$ cat src/rtl/pla_rule_decoder.sv
// Programmable bank decoder. Each bus cycle captures a decode key, matches it
// against a masked rule table and drives one registered active-low chip select.
// Also holds an emulated 6510 processor port (DDR/DATA) that feeds the key.
module pla_rule_decoder #(
    parameter int unsigned ADDR_W     = 16,
    parameter int unsigned PAGE_W     = 4,
    parameter int unsigned VA_W       = 3,
    parameter int unsigned PORT_W     = 3,
    parameter int unsigned EXT_W      = 2,
    parameter int unsigned NUM_RULES  = 16,
    parameter int unsigned NUM_CS     = 8,
    parameter int unsigned DEFAULT_CS = 0,
    parameter int unsigned RAM_CS     = 0,
    localparam int unsigned KEY_W     = PAGE_W + PORT_W + EXT_W + 2,
    localparam int unsigned IDX_W     = $clog2(NUM_RULES),
    localparam int unsigned CS_W      = $clog2(NUM_CS)
) (
    input  logic              clk,
    input  logic              rst,
    input  logic [ADDR_W-1:0] addr,
    input  logic [VA_W-1:0]   va,
    input  logic              vic,
    input  logic              rw,
    input  logic [EXT_W-1:0]  ext_cfg,
    input  logic              cyc_start,
    input  logic              cyc_end,
    input  logic              cas_n,
    input  logic              pp_we,
    input  logic              pp_sel,
    input  logic [PORT_W-1:0] pp_wdata,
    output logic [PORT_W-1:0] pp_rdata,
    input  logic              cfg_we,
    input  logic [IDX_W-1:0]  cfg_idx,
    input  logic              cfg_valid,
    input  logic [KEY_W-1:0]  cfg_match,
    input  logic [KEY_W-1:0]  cfg_care,
    input  logic [CS_W-1:0]   cfg_target,
    output logic              cfg_ready,
    output logic              cfg_err,
    output logic [NUM_CS-1:0] cs_n,
    output logic              hit_valid,
    output logic [IDX_W-1:0]  hit_idx
);

    typedef enum logic [1:0] {IDLE = 2'd0, DECODE = 2'd1, ACTIVE = 2'd2} state_t;

    state_t              state;
    logic [PORT_W-1:0]   pp_ddr;
    logic [PORT_W-1:0]   pp_data;
    logic [PORT_W-1:0]   port_eff;
    logic [PAGE_W-1:0]   page_c;
    logic [KEY_W-1:0]    key_c;
    logic [KEY_W-1:0]    key_q;
    logic [NUM_CS-1:0]   cs_reg_n;
    logic [NUM_CS-1:0]   cs_sel_n;
    logic                hit_c;
    logic [IDX_W-1:0]    hit_idx_c;
    logic [CS_W-1:0]     tgt_c;
    logic                unused_addr;

    logic                rule_valid  [NUM_RULES];
    logic [KEY_W-1:0]    rule_match  [NUM_RULES];
    logic [KEY_W-1:0]    rule_care   [NUM_RULES];
    logic [CS_W-1:0]     rule_target [NUM_RULES];

    // Low address bits never take part in decode.
    assign unused_addr = ^addr[ADDR_W-PAGE_W-1:0];

    // Undriven port pins read high through the pull-ups.
    assign port_eff = (pp_ddr & pp_data) | ~pp_ddr;
    assign pp_rdata = port_eff;

    // VIC cycles decode on the VIC bank bits, CPU cycles on the top address bits.
    assign page_c = vic ? {va, {(PAGE_W-VA_W){1'b0}}} : addr[ADDR_W-1 -: PAGE_W];
    assign key_c  = {vic, rw, ext_cfg, port_eff, page_c};

    // Priority match: scanning high to low leaves the lowest hitting index.
    always_comb begin
        hit_c     = 1'b0;
        hit_idx_c = '0;
        for (int r = NUM_RULES - 1; r >= 0; r--) begin
            if (rule_valid[r] && (((key_q ^ rule_match[r]) & rule_care[r]) == '0)) begin
                hit_c     = 1'b1;
                hit_idx_c = IDX_W'(r);
            end
        end
    end

    assign tgt_c    = hit_c ? rule_target[hit_idx_c] : CS_W'(DEFAULT_CS);
    assign cs_sel_n = ~(NUM_CS'(1) << tgt_c);

    // RAM select is additionally qualified by the column strobe after the register.
    always_comb begin
        cs_n         = cs_reg_n;
        cs_n[RAM_CS] = cs_reg_n[RAM_CS] | cas_n;
    end

    // Processor port registers, writable in any state.
    always_ff @(posedge clk or posedge rst) begin
        if (rst) begin
            pp_ddr  <= '0;
            pp_data <= '0;
        end else if (pp_we) begin
            if (pp_sel) pp_data <= pp_wdata;
            else        pp_ddr  <= pp_wdata;
        end
    end

    // Rule table writes land only while idle.
    always_ff @(posedge clk or posedge rst) begin
        if (rst) begin
            for (int r = 0; r < NUM_RULES; r++) begin
                rule_valid[r]  <= 1'b0;
                rule_match[r]  <= '0;
                rule_care[r]   <= '0;
                rule_target[r] <= '0;
            end
        end else if (cfg_we && (state == IDLE)) begin
            rule_valid[cfg_idx]  <= cfg_valid;
            rule_match[cfg_idx]  <= cfg_match;
            rule_care[cfg_idx]   <= cfg_care;
            rule_target[cfg_idx] <= cfg_target;
        end
    end

    // Sticky flag for rule writes dropped outside idle.
    always_ff @(posedge clk or posedge rst) begin
        if (rst)                            cfg_err <= 1'b0;
        else if (cfg_we && (state != IDLE)) cfg_err <= 1'b1;
    end

    // Bus-cycle FSM: capture key, decode, hold select until cycle end.
    always_ff @(posedge clk or posedge rst) begin
        if (rst) begin
            state     <= IDLE;
            key_q     <= '0;
            cs_reg_n  <= '1;
            hit_valid <= 1'b0;
            hit_idx   <= '0;
            cfg_ready <= 1'b1;
        end else begin
            case (state)
                IDLE: begin
                    if (cyc_start) begin
                        key_q     <= key_c;
                        state     <= DECODE;
                        cfg_ready <= 1'b0;
                    end
                end
                DECODE: begin
                    if (cyc_end) begin
                        state     <= IDLE;
                        cfg_ready <= 1'b1;
                    end else begin
                        cs_reg_n  <= cs_sel_n;
                        hit_valid <= hit_c;
                        hit_idx   <= hit_idx_c;
                        state     <= ACTIVE;
                    end
                end
                ACTIVE: begin
                    if (cyc_start) begin
                        cs_reg_n  <= '1;
                        hit_valid <= 1'b0;
                        key_q     <= key_c;
                        state     <= DECODE;
                    end else if (cyc_end) begin
                        cs_reg_n  <= '1;
                        hit_valid <= 1'b0;
                        state     <= IDLE;
                        cfg_ready <= 1'b1;
                    end
                end
                default: begin
                    cs_reg_n  <= '1;
                    hit_valid <= 1'b0;
                    state     <= IDLE;
                    cfg_ready <= 1'b1;
                end
            endcase
        end
    end

endmodule

$ cat config.mk
export PLATFORM = sky130hd
export DESIGN_NAME = pla_rule_decoder
export DESIGN_NICKNAME = d
export VERILOG_FILES = /design/src/rtl/pla_rule_decoder.sv
export SDC_FILE = /design/constraint.sdc
export NUM_CORES = 1
export LEC_CHECK = 0
export ABC_AREA = 1
export CORE_ASPECT_RATIO = 1.5
export CORE_UTILIZATION = 50
export CTS_CLUSTER_SIZE = 10
export DETAILED_ROUTE_END_ITERATION = 10
export PLACE_DENSITY = 0.7
export SYNTH_ARGS = -nofsm -noshare
export SYNTH_HDL_FRONTEND = slang
export SYNTH_SLANG_ARGS = --single-unit
$ cat constraint.sdc
create_clock -name clk -period 14.85 [get_ports clk]
set_input_delay 1.485 -clock clk [delete_from_list [all_inputs] [get_ports clk]]
set_output_delay 1.485 -clock clk [all_outputs]
set_load 0.1 [all_outputs]
==> flow_summary.toml <==
[clocking]
clockRootBuffer = "clkbuf_16"
clk_latency_ns = 0.58
hold_buffers = 0
postCtsSetupRepairBufs = 0
cts.sinks = 450
clkTransAtPathRegs_ns = 0.05
htree_num_levels = 2
cts_buffers = 51
cts_tree = "yes"
cts_buffer_depth = 3
post_cts_resized = 0

[critical_path]
cp-end-kind = "output port"
critPathTopFamily = "buffers and inverters"
cp.arrival_ns = 3.14
crit_slowest_cell = "clkdlybuf4s50_1"
worstPathRequired_ns = 13.36
critical_path.cell_chain = "clkdlybuf4s50_1 > or2_2 > clkdlybuf4s50_1"
slowest_delay_ns = 1.12
worst-path-max-fanout = 1
start_kind = "input pin"
path_buf_inv = 2
cp_common_cell = "clkdlybuf4s50_1"
worstSetupPathType = "input pin to output port"

[sta]
fin_ws_ns = 10.22
drv_slew = 0
rsz0062_at_grt = "no"
maxSlewHeadroom = 0.247
finalHoldViolCount = 0
setup_viol = 0
tightest_slew_ns = 1.13
fin_crit_ns = 4.63
fmax_mhz = 216
fin_crit_sh = 0.312
fin_setup_tns_ns = 0
finClkSkew_ns = 0.0183

[synth]
yosysUniqueCellTypes = 41
async_flop_share = 1.00
synth_compound_area_frac = 0.159
syn_inst = 2330
yosys.area_share.simple = 0.201
syn-num-nets = 2398
synth_top_family_by_area = "simple AND/OR/NAND/NOR gates"
synth_edf_count = 0
synth_top_area_cell = "dfrtp_1"
synth_area_per_cell_sq_um = 8.57
ys_ff_latch = 450
synthXorXnorAreaFrac = 0.0153
muxShareOfSynthArea = 0
yosysWarningCount = 0
netlist.area_leader.share = 0.552
synth_area_leaders = "dfrtp_1, nand2_1, o21ai_0"
yosysSeqAreaShare = 0.564
synthAdderAreaFrac = 0.00251
synth_ff_type = "dfrtp_1"
syn_area_sq_um = 20000

[min_path]
hp-class = "flop to flop"

[global_route]
grt_max_degree = 158
antenna_found_initial = 0
grt_pass1_wl_mm = 76.4
grt_use_total = 0.240
grt_pass1_vias = 14500
grt_overflow_total = 0

[power]
ir_worst_vdd_uv = 187
cellPowerDensity_nw_per_um2 = 254
p_total_w = 0.00562
p_leak_nw = 10.4

[floorplanning]
row_count = 89
coreArea_sq_um = 39300
io_pins = 82
die_w_microns = 165
initial_core_util = 0.508
die_h_microns = 247
dieArea_sq_um = 40800

[drt]
wire_per_inst_microns = 16.5
ant_nets = 0
num_vias = 15500
post_drt_via_cell_ratio = 5.45
wirelength_mm = 47.0
drtIter0Drc = 1490
drt-pass1-iter-count = 5
drcViolationCount = 0

[finish]
utilization = 0.563
layout_common_cells = "nand2_1, o21ai_0, dfrtp_1"
insertedDiodeCount = 0
nets = 2388
final_layout_size_suffix_gt1_frac = 0.0516
synthToLayoutAreaGrowth_pct = 10.8
final_common_cell = "nand2_1"

[status]
outcome = "complete, no violations"

[placement]
gp_congestion = 0.846
hpwl_mm = 29.6
place.port_buffers = 69
post-place-ws_ns = 10.07

[flow_run]
cap_viol_max_count = 0
[area by class of cell]
class | instances | area (sq um)
clock buffer | 73 | 1380
clock inverter | 3 | 33.8
fill | 3468 | 17200
inverter | 101 | 387
multi-input combinational | 1627 | 7600
sequential | 450 | 11300
tap | 500 | 626
timing repair buffer | 89 | 841
[state kept, by name (all words and copies together) (netlist names), 4 cells and up]
| register | count |
|---|---|
| rule_valid | 16 |
| hit_idx | 4 |
| rule_care | 176 |
| rule_match | 176 |
| cs_reg_n | 8 |
| rule_target | 48 |
| key_q | 11 |
[metrics by stage]
stage / instances / hold WS, ns / cell area (sq um)
floorplan: 2330 / 0.444 / 20000
global placement: 2767 / 0.439 / 20700
detailed placement: 2767 / 0.445 / 20700
CTS: 2843 / 0.457 / 22100
global route: 2843 / 0.484 / 22100
finish: 2843 / 0.451 / 22100
[path summary, 6_finish.rpt]
kind                               start        endpoint  slack, ns  cells past startpoint
max in group asynchronous            rst         cfg_err      10.81                      4
worst max-delay path               cas_n         cs_n[0]      10.22                      3
worst min-delay path             cfg_err         cfg_err       0.45                      1
worst max register to register  key_q[0]     cs_reg_n[5]      10.57                     25
min in group asynchronous            rst  rule_care[101]       1.51                      2
worst min register to register   cfg_err         cfg_err       0.45                      1
[report_power, final]
part | leakage [nW] | internal, W | switching (W) | total (W)
Sequential | 5.81 | 0.00185 | 0.000421 | 0.00227
Clock | 0.681 | 0.000636 | 0.000470 | 0.00111
Combinational | 3.88 | 0.000788 | 0.00146 | 0.00225
Total | 10.4 | 0.00327 | 0.00235 | 0.00562
[synth_stat cells (all sizes together), types with 3 or more instances]
library cell  count
nor3              8
dfstp             9
nor2            113
nand2           704
a2111oi           3
nand3           113
o22ai            24
inv             101
a21oi            56
o21ai           496
xor2             35
nand3b            5
dfrtp           441
or2              28
clkbuf          109
nand4             8
a211oi            4
ha                4
a221oi           15
buf              43
[metal layers]
layer,global-route usage,up-vias,wire length [microns]
li1,-,7607,-
met1,0.318,7413,19900
met2,0.404,404,23200
met3,0.0325,79,2550
met4,0.0783,0,1250
met5,0,-,0
[logic make-up (layout without fill, tap and decap cells)]
| family | count (synthesis) | in the layout |
|---|---|---|
| compound gates | 605 | 605 |
| flops | 450 | 450 |
| xor+xnor | 35 | 35 |
| fa+ha+maj | 4 | 4 |
| buf+inv | 253 | 266 |
| simple gates | 983 | 983 |
Note: power is estimated with default switching activity, not from simulation.
